==> config.mk <==
export PLATFORM = sky130hd
export DESIGN_NAME = bitstream_window_flat
export DESIGN_NICKNAME = d
export VERILOG_FILES = /design/src/rtl/h264_bs_pkg.sv /design/src/rtl/bitstream_window_if.sv /design/src/rtl/bs_epb_filter.sv /design/src/rtl/bitstream_window.sv /design/src/flat_wrapper.sv
export SDC_FILE = /design/constraint.sdc
export NUM_CORES = 1
export LEC_CHECK = 0
export BUFFER_PORTS_ARGS = -buffer_cell sky130_fd_sc_hd__buf_2
export CELL_PAD_IN_SITES_DETAIL_PLACEMENT = 1
export CELL_PAD_IN_SITES_GLOBAL_PLACEMENT = 2
export CORE_MARGIN = 2
export CORE_UTILIZATION = 38
export DETAILED_ROUTE_END_ITERATION = 7
export GPL_TIMING_DRIVEN = 1
export HOLD_SLACK_MARGIN = 0.12
export PLACE_DENSITY = 0.95
export SKIP_LAST_GASP = 1
export SYNTH_ARGS = -nofsm -noshare
export SYNTH_HDL_FRONTEND = slang
export SYNTH_SLANG_ARGS = --single-unit
==> constraint.sdc <==
create_clock -name clk -period 10.1 [get_ports clk]
set_clock_uncertainty 0.15 [all_clocks]
set_input_delay 2.02 -clock clk [delete_from_list [all_inputs] [get_ports clk]]
set_output_delay 2.02 -clock clk [all_outputs]
set_load 0.05 [all_outputs]
==> src/rtl/h264_bs_pkg.sv <==
// rtl/h264_bs_pkg.sv - shared constants and types for the H.264 bitstream front end
package h264_bs_pkg;

    localparam logic [7:0] EPB_BYTE = 8'h03;
    localparam int         MAX_FWD  = 24;

    typedef logic [6:0] bit_count_t;

endpackage

==> src/rtl/bitstream_window_if.sv <==
// rtl/bitstream_window_if.sv - byte-stream handshake into the bitstream window
interface bitstream_window_if;

    logic [7:0] byte_in;
    logic       byte_valid;
    logic       byte_ready;

    modport master (output byte_in, output byte_valid, input byte_ready);
    modport slave  (input byte_in, input byte_valid, output byte_ready);

endinterface

==> src/rtl/bs_epb_filter.sv <==
// rtl/bs_epb_filter.sv - zero-run tracker deciding which 0x03 bytes are emulation prevention
module bs_epb_filter
    import h264_bs_pkg::*;
#(
    parameter bit EPB_EN = 1'b1
) (
    input  logic       clk,
    input  logic       rst,
    input  logic [7:0] byte_in,
    input  logic       accept,
    input  logic       flush,
    output logic       drop
);

    logic [1:0] zero_run;

    assign drop = EPB_EN && (zero_run == 2'd2) && (byte_in == EPB_BYTE);

    always_ff @(posedge clk) begin
        if (rst || flush) begin
            zero_run <= 2'd0;
        end else if (accept) begin
            // a dropped 0x03 breaks the run, so 00 00 03 03 keeps the second 03
            if (drop || byte_in != 8'h00) begin
                zero_run <= 2'd0;
            end else if (zero_run != 2'd2) begin
                zero_run <= zero_run + 2'd1;
            end
        end
    end

endmodule

==> src/rtl/bitstream_window.sv <==
// rtl/bitstream_window.sv - EPB-stripping byte buffer exposing an MSB-aligned 24-bit peek window
module bitstream_window
    import h264_bs_pkg::*;
#(
    parameter int BUF_W  = 64,
    parameter bit EPB_EN = 1'b1,
    parameter int CNT_W  = 32
) (
    input  logic             clk,
    input  logic             rst,
    bitstream_window_if.slave bs,
    input  logic             flush,
    input  logic [4:0]       forward_len,
    output logic [23:0]      window,
    output logic             window_valid,
    output logic [6:0]       bits_avail,
    output logic             byte_aligned,
    output logic [CNT_W-1:0] consumed_bits,
    output logic             err_underflow
);

    logic [BUF_W-1:0] buffer;
    bit_count_t       bit_count;
    logic [CNT_W-1:0] consumed_q;
    logic             err_q;

    logic             accept;
    logic             drop;
    logic             fwd_ok;
    bit_count_t       consume;
    bit_count_t       remain;
    logic [BUF_W-1:0] insert;
    logic [BUF_W-1:0] buffer_nx;
    bit_count_t       count_nx;

    // Space for two more bytes guarantees an accept with no consume cannot overflow.
    assign bs.byte_ready = !rst && !flush && (bit_count <= bit_count_t'(BUF_W - 16));
    assign accept        = bs.byte_valid && bs.byte_ready;

    assign fwd_ok  = ({2'b00, forward_len} <= bit_count) && (forward_len <= 5'(MAX_FWD));
    assign consume = fwd_ok ? {2'b00, forward_len} : '0;
    assign remain  = bit_count - consume;

    bs_epb_filter #(
        .EPB_EN (EPB_EN)
    ) u_epb (
        .clk     (clk),
        .rst     (rst),
        .byte_in (bs.byte_in),
        .accept  (accept),
        .flush   (flush),
        .drop    (drop)
    );

    // New byte lands right after the bits that survive this cycle's consume.
    always_comb begin
        insert    = '0;
        buffer_nx = buffer << consume;
        count_nx  = remain;
        if (accept && !drop) begin
            insert    = BUF_W'(bs.byte_in) << (BUF_W - 8 - int'(remain));
            buffer_nx = buffer_nx | insert;
            count_nx  = remain + bit_count_t'(8);
        end
    end

    always_ff @(posedge clk) begin
        if (rst || flush) begin
            buffer     <= '0;
            bit_count  <= '0;
            consumed_q <= '0;
            err_q      <= 1'b0;
        end else begin
            buffer     <= buffer_nx;
            bit_count  <= count_nx;
            consumed_q <= consumed_q + CNT_W'(consume);
            if (!fwd_ok) begin
                err_q <= 1'b1;
            end
        end
    end

    assign window        = buffer[BUF_W-1 -: 24];
    assign window_valid  = (bit_count >= bit_count_t'(24));
    assign bits_avail    = bit_count;
    assign byte_aligned  = (consumed_q[2:0] == 3'd0);
    assign consumed_bits = consumed_q;
    assign err_underflow = err_q;

endmodule

==> src/flat_wrapper.sv <==
// flat-port wrapper written by rule: the top's interface ports become plain ports
module bitstream_window_flat import h264_bs_pkg::*;
#(
    parameter int BUF_W  = 64,
    parameter bit EPB_EN = 1'b1,
    parameter int CNT_W  = 32
)
  (clk, rst, flush, forward_len, window, window_valid, bits_avail, byte_aligned, consumed_bits, err_underflow, bs_byte_in, bs_byte_valid, bs_byte_ready);
  bitstream_window_if bs_i ();
  input  logic clk;
  input  logic rst;
  input  logic flush;
  input  logic [4:0] forward_len;
  output logic [23:0] window;
  output logic window_valid;
  output logic [6:0] bits_avail;
  output logic byte_aligned;
  output logic [CNT_W-1:0] consumed_bits;
  output logic err_underflow;
  input wire logic [$bits(bs_i.byte_in)-1:0] bs_byte_in;
  input wire logic [$bits(bs_i.byte_valid)-1:0] bs_byte_valid;
  output wire logic [$bits(bs_i.byte_ready)-1:0] bs_byte_ready;
  assign bs_i.byte_in = bs_byte_in;
  assign bs_i.byte_valid = bs_byte_valid;
  assign bs_byte_ready = bs_i.byte_ready;
  bitstream_window #(.BUF_W(BUF_W), .EPB_EN(EPB_EN), .CNT_W(CNT_W)) u_core (.clk(clk), .rst(rst), .bs(bs_i), .flush(flush), .forward_len(forward_len), .window(window), .window_valid(window_valid), .bits_avail(bits_avail), .byte_aligned(byte_aligned), .consumed_bits(consumed_bits), .err_underflow(err_underflow));
endmodule
==> flow_metrics.tcl <==
set metrics [dict create \
    worstPathArrival_ns 8.42 \
    clockBufferDepth 2 \
    grt_pass1_wl_mm 71.9 \
    grt_setup_unrepaired "false" \
    cpPeakStageDelay_ns 0.67 \
    slew_viol_final 0 \
    dp_cells 1719 \
    num_antenna_cells 0 \
    setup_viol 0 \
    hold_viol_final 0 \
    clock-sinks 106 \
    area_growth_pct 6.65 \
    ys_types 91 \
    slew_headroom_pct 23.8 \
    netlist_area_sq_um 10300 \
    grt_remaining_overflow 0 \
    syn_inst 1414 \
    layout.cells.non_filler 1735 \
    min_period_over_period_pct 82.0 \
    track_usage_pct 32.3 \
    drtAntennaViolNets 0 \
    routed_wl_mm 47.2 \
    wl_per_cell_um 27.2 \
    path_cells "buf_4 > inv_1 > ha_1 > nand2_1 > o21ai_1 > a21o_2 > nand2_1 > nor2_1 > inv_1 > ha_1 > nor2b_1 > o22ai_2 > xor2_2 > inv_2 > ha_1 > nand4_1 > or3b_2 > nor2_1 > nand4_1 > nand2_1 > nand3_1 > o22ai_1" \
    cts_setup_buffers 0 \
    crit_fanout 23 \
    die_w_um 169 \
    worst_setup_path_start_kind "primary input" \
    insertion_delay_ns 0.37 \
    timing.critical_path.buf_inv 4 \
    ys_seq_elements 106 \
    finalCriticalPeriod_ns 8.29 \
    core_area_sq_um 26700 \
    io-pin-count 84 \
    io_buffers 83 \
    nNetsFinal 1426 \
    status "finished clean" \
    drtIter0Drc 1394 \
    h-tree-depth 3 \
    worstHoldPathType "flop to flop" \
    gp_congestion 0.965 \
    fmax_ghz 0.121 \
    async_flop_share_pct 0 \
    drc 0 \
    vias_per_cell 7.05 \
    synth_edf_count 0 \
    mostFrequentLayoutCells "150 x nor2_1, 106 x dfxtp_1, 96 x nand2_1" \
    worst_pin_slew_ns 1.13 \
    die_y_um 169 \
    grt_pass1_vias 11700 \
    cts-hold-fix-buffers 0 \
    dpl_worst_slack_ns 1.63 \
    synth.avg_cell_area_sq_um 7.27 \
    antenna_found_initial 1 \
    cts_inserted_buffers 9 \
    final_common_cell "nor2_1" \
    post_cts_resized 0 \
    required_ns 10.24 \
    path_clk_slew_ns 0.08 \
    worst-setup-path-type "primary input to flop" \
    synth-seq-area-share_pct 20.6 \
    ys_warn_count 0 \
    end_kind "flop" \
    die_area_sq_um 28400 \
    synth_ff_type "dfxtp_1" \
    grt_start_max_net_pins 75 \
    crit_family "simple AND/OR/NAND/NOR gates" \
    cp_slowest_cell "nand2_1" \
    hpwl_mm 33.7 \
    num_vias 12200 \
    cts_root_buf "clkbuf_16" \
    drive_gt1_share_pct 14.2 \
    syn_nets 1451 \
    start_util_pct 38.5 \
    drv_cap 0 \
    setup_slack_ns 1.81 \
    cts_tree "yes" \
    row_count 60 \
    drtPass1Iterations 6 \
    final.setup.tns_ns 0 \
]
[per-layer routing]
metal	up-vias	global-route usage, %	routed length [um]	part of all wire, %
met4	2	13.0	1800	3.8
met1	6021	44.4	19700	42
met2	761	49.4	20300	43
met5	-	0	13	0.028
li1	5315	-	-	-
met3	139	6.73	5370	11
[area by class of cell]
type | count | area [sq um]
Sequential cell | 106 | 2120
Multi-Input combinational cell | 1131 | 7370
Tap cell | 341 | 427
Timing Repair Buffer | 111 | 628
Clock buffer | 9 | 225
Inverter | 30 | 113
Clock inverter | 7 | 80.1
Fill cell | 3348 | 15800
[per-stage QoR]
step,util (%),hold slack [ns],instance area (sq um)
floorplan,-,0.309,10300
global placement,39.9,0.305,10700
detailed placement,39.9,0.323,10700
CTS,41.0,0.340,11000
global route,41.0,0.378,11000
finish,41.0,0.337,11000
[synthesized netlist by cell type, drive strengths merged, types with 6 or more instances]
cell type,count,share of area (%)
dfxtp,106,21
a31oi,24,1.5
or2,7,0.43
a2bb2oi,6,0.51
o21a,11,0.82
nor3,54,2.7
o32a,6,0.58
and2,19,1.2
a211oi,18,1.3
o2111ai,6,0.51
nand2,97,3.6
nor4,16,0.97
xor2,14,1.3
a22oi,12,0.88
o211ai,32,2.3
nor2b,7,0.43
inv,29,1.1
o22ai,51,3.2
mux2i,50,4.9
a211o,6,0.51
o221ai,20,1.7
clkbuf,58,2.1
nand4,23,1.4
and3,12,0.73
a32oi,14,1.2
xnor2,16,1.6
o21ai,82,4.0
a21o,13,0.95
or3,41,2.5
nor3b,6,0.44
or4,9,0.69
nand3,59,2.9
ha,18,2.2
o221a,6,0.66
o31ai,21,1.6
mux2,27,3.0
a21oi,94,4.6
o32ai,9,0.77
nor2,155,5.9
buf,89,4.7
[state kept, by name, summed over array words and instances, names as in the netlist]
signal / flops
u_core.buffer: 64
u_core.consumed_bits: 32
u_core.bits_avail: 7
u_core.u_epb.zero_run: 2
u_core.err_underflow: 1
[cells by family after synthesis]
family          count (synthesis)  share of synthesized area (%)
xor+xnor                       31                           3.11
simple gates                  516                           24.5
fa+ha+maj                      20                           2.58
flops                         106                           20.6
mux                            79                           8.26
buf+inv                       177                           7.96
compound gates                485                           32.9
[path summary, 6_finish.rpt]
| check | endpoint | depth (start not counted) | slack (ns) | startpoint |
|---|---|---|---|---|
| worst min register to register | u_core.err_underflow$_SDFFE_PP0P_ | 2 | 0.34 | u_core.err_underflow$_SDFFE_PP0P_ |
| worst max register to register | u_core.buffer[2]$_SDFF_PP0_ | 21 | 3.52 | u_core.bits_avail[1]$_SDFF_PP0_ |
| worst max-delay path | u_core.buffer[2]$_SDFF_PP0_ | 22 | 1.81 | forward_len[0] |
| worst min-delay path | u_core.err_underflow$_SDFFE_PP0P_ | 2 | 0.34 | u_core.err_underflow$_SDFFE_PP0P_ |
[worst min-delay path: cells and delay by family, from the launching register on]
family,cells,cell delay (ns)
DFF,1,0.33
and+or+nand+nor,2,0.13
Power is not shown: default switching activity piles up to over one toggle a cycle in this logic, so the estimate is an artifact.
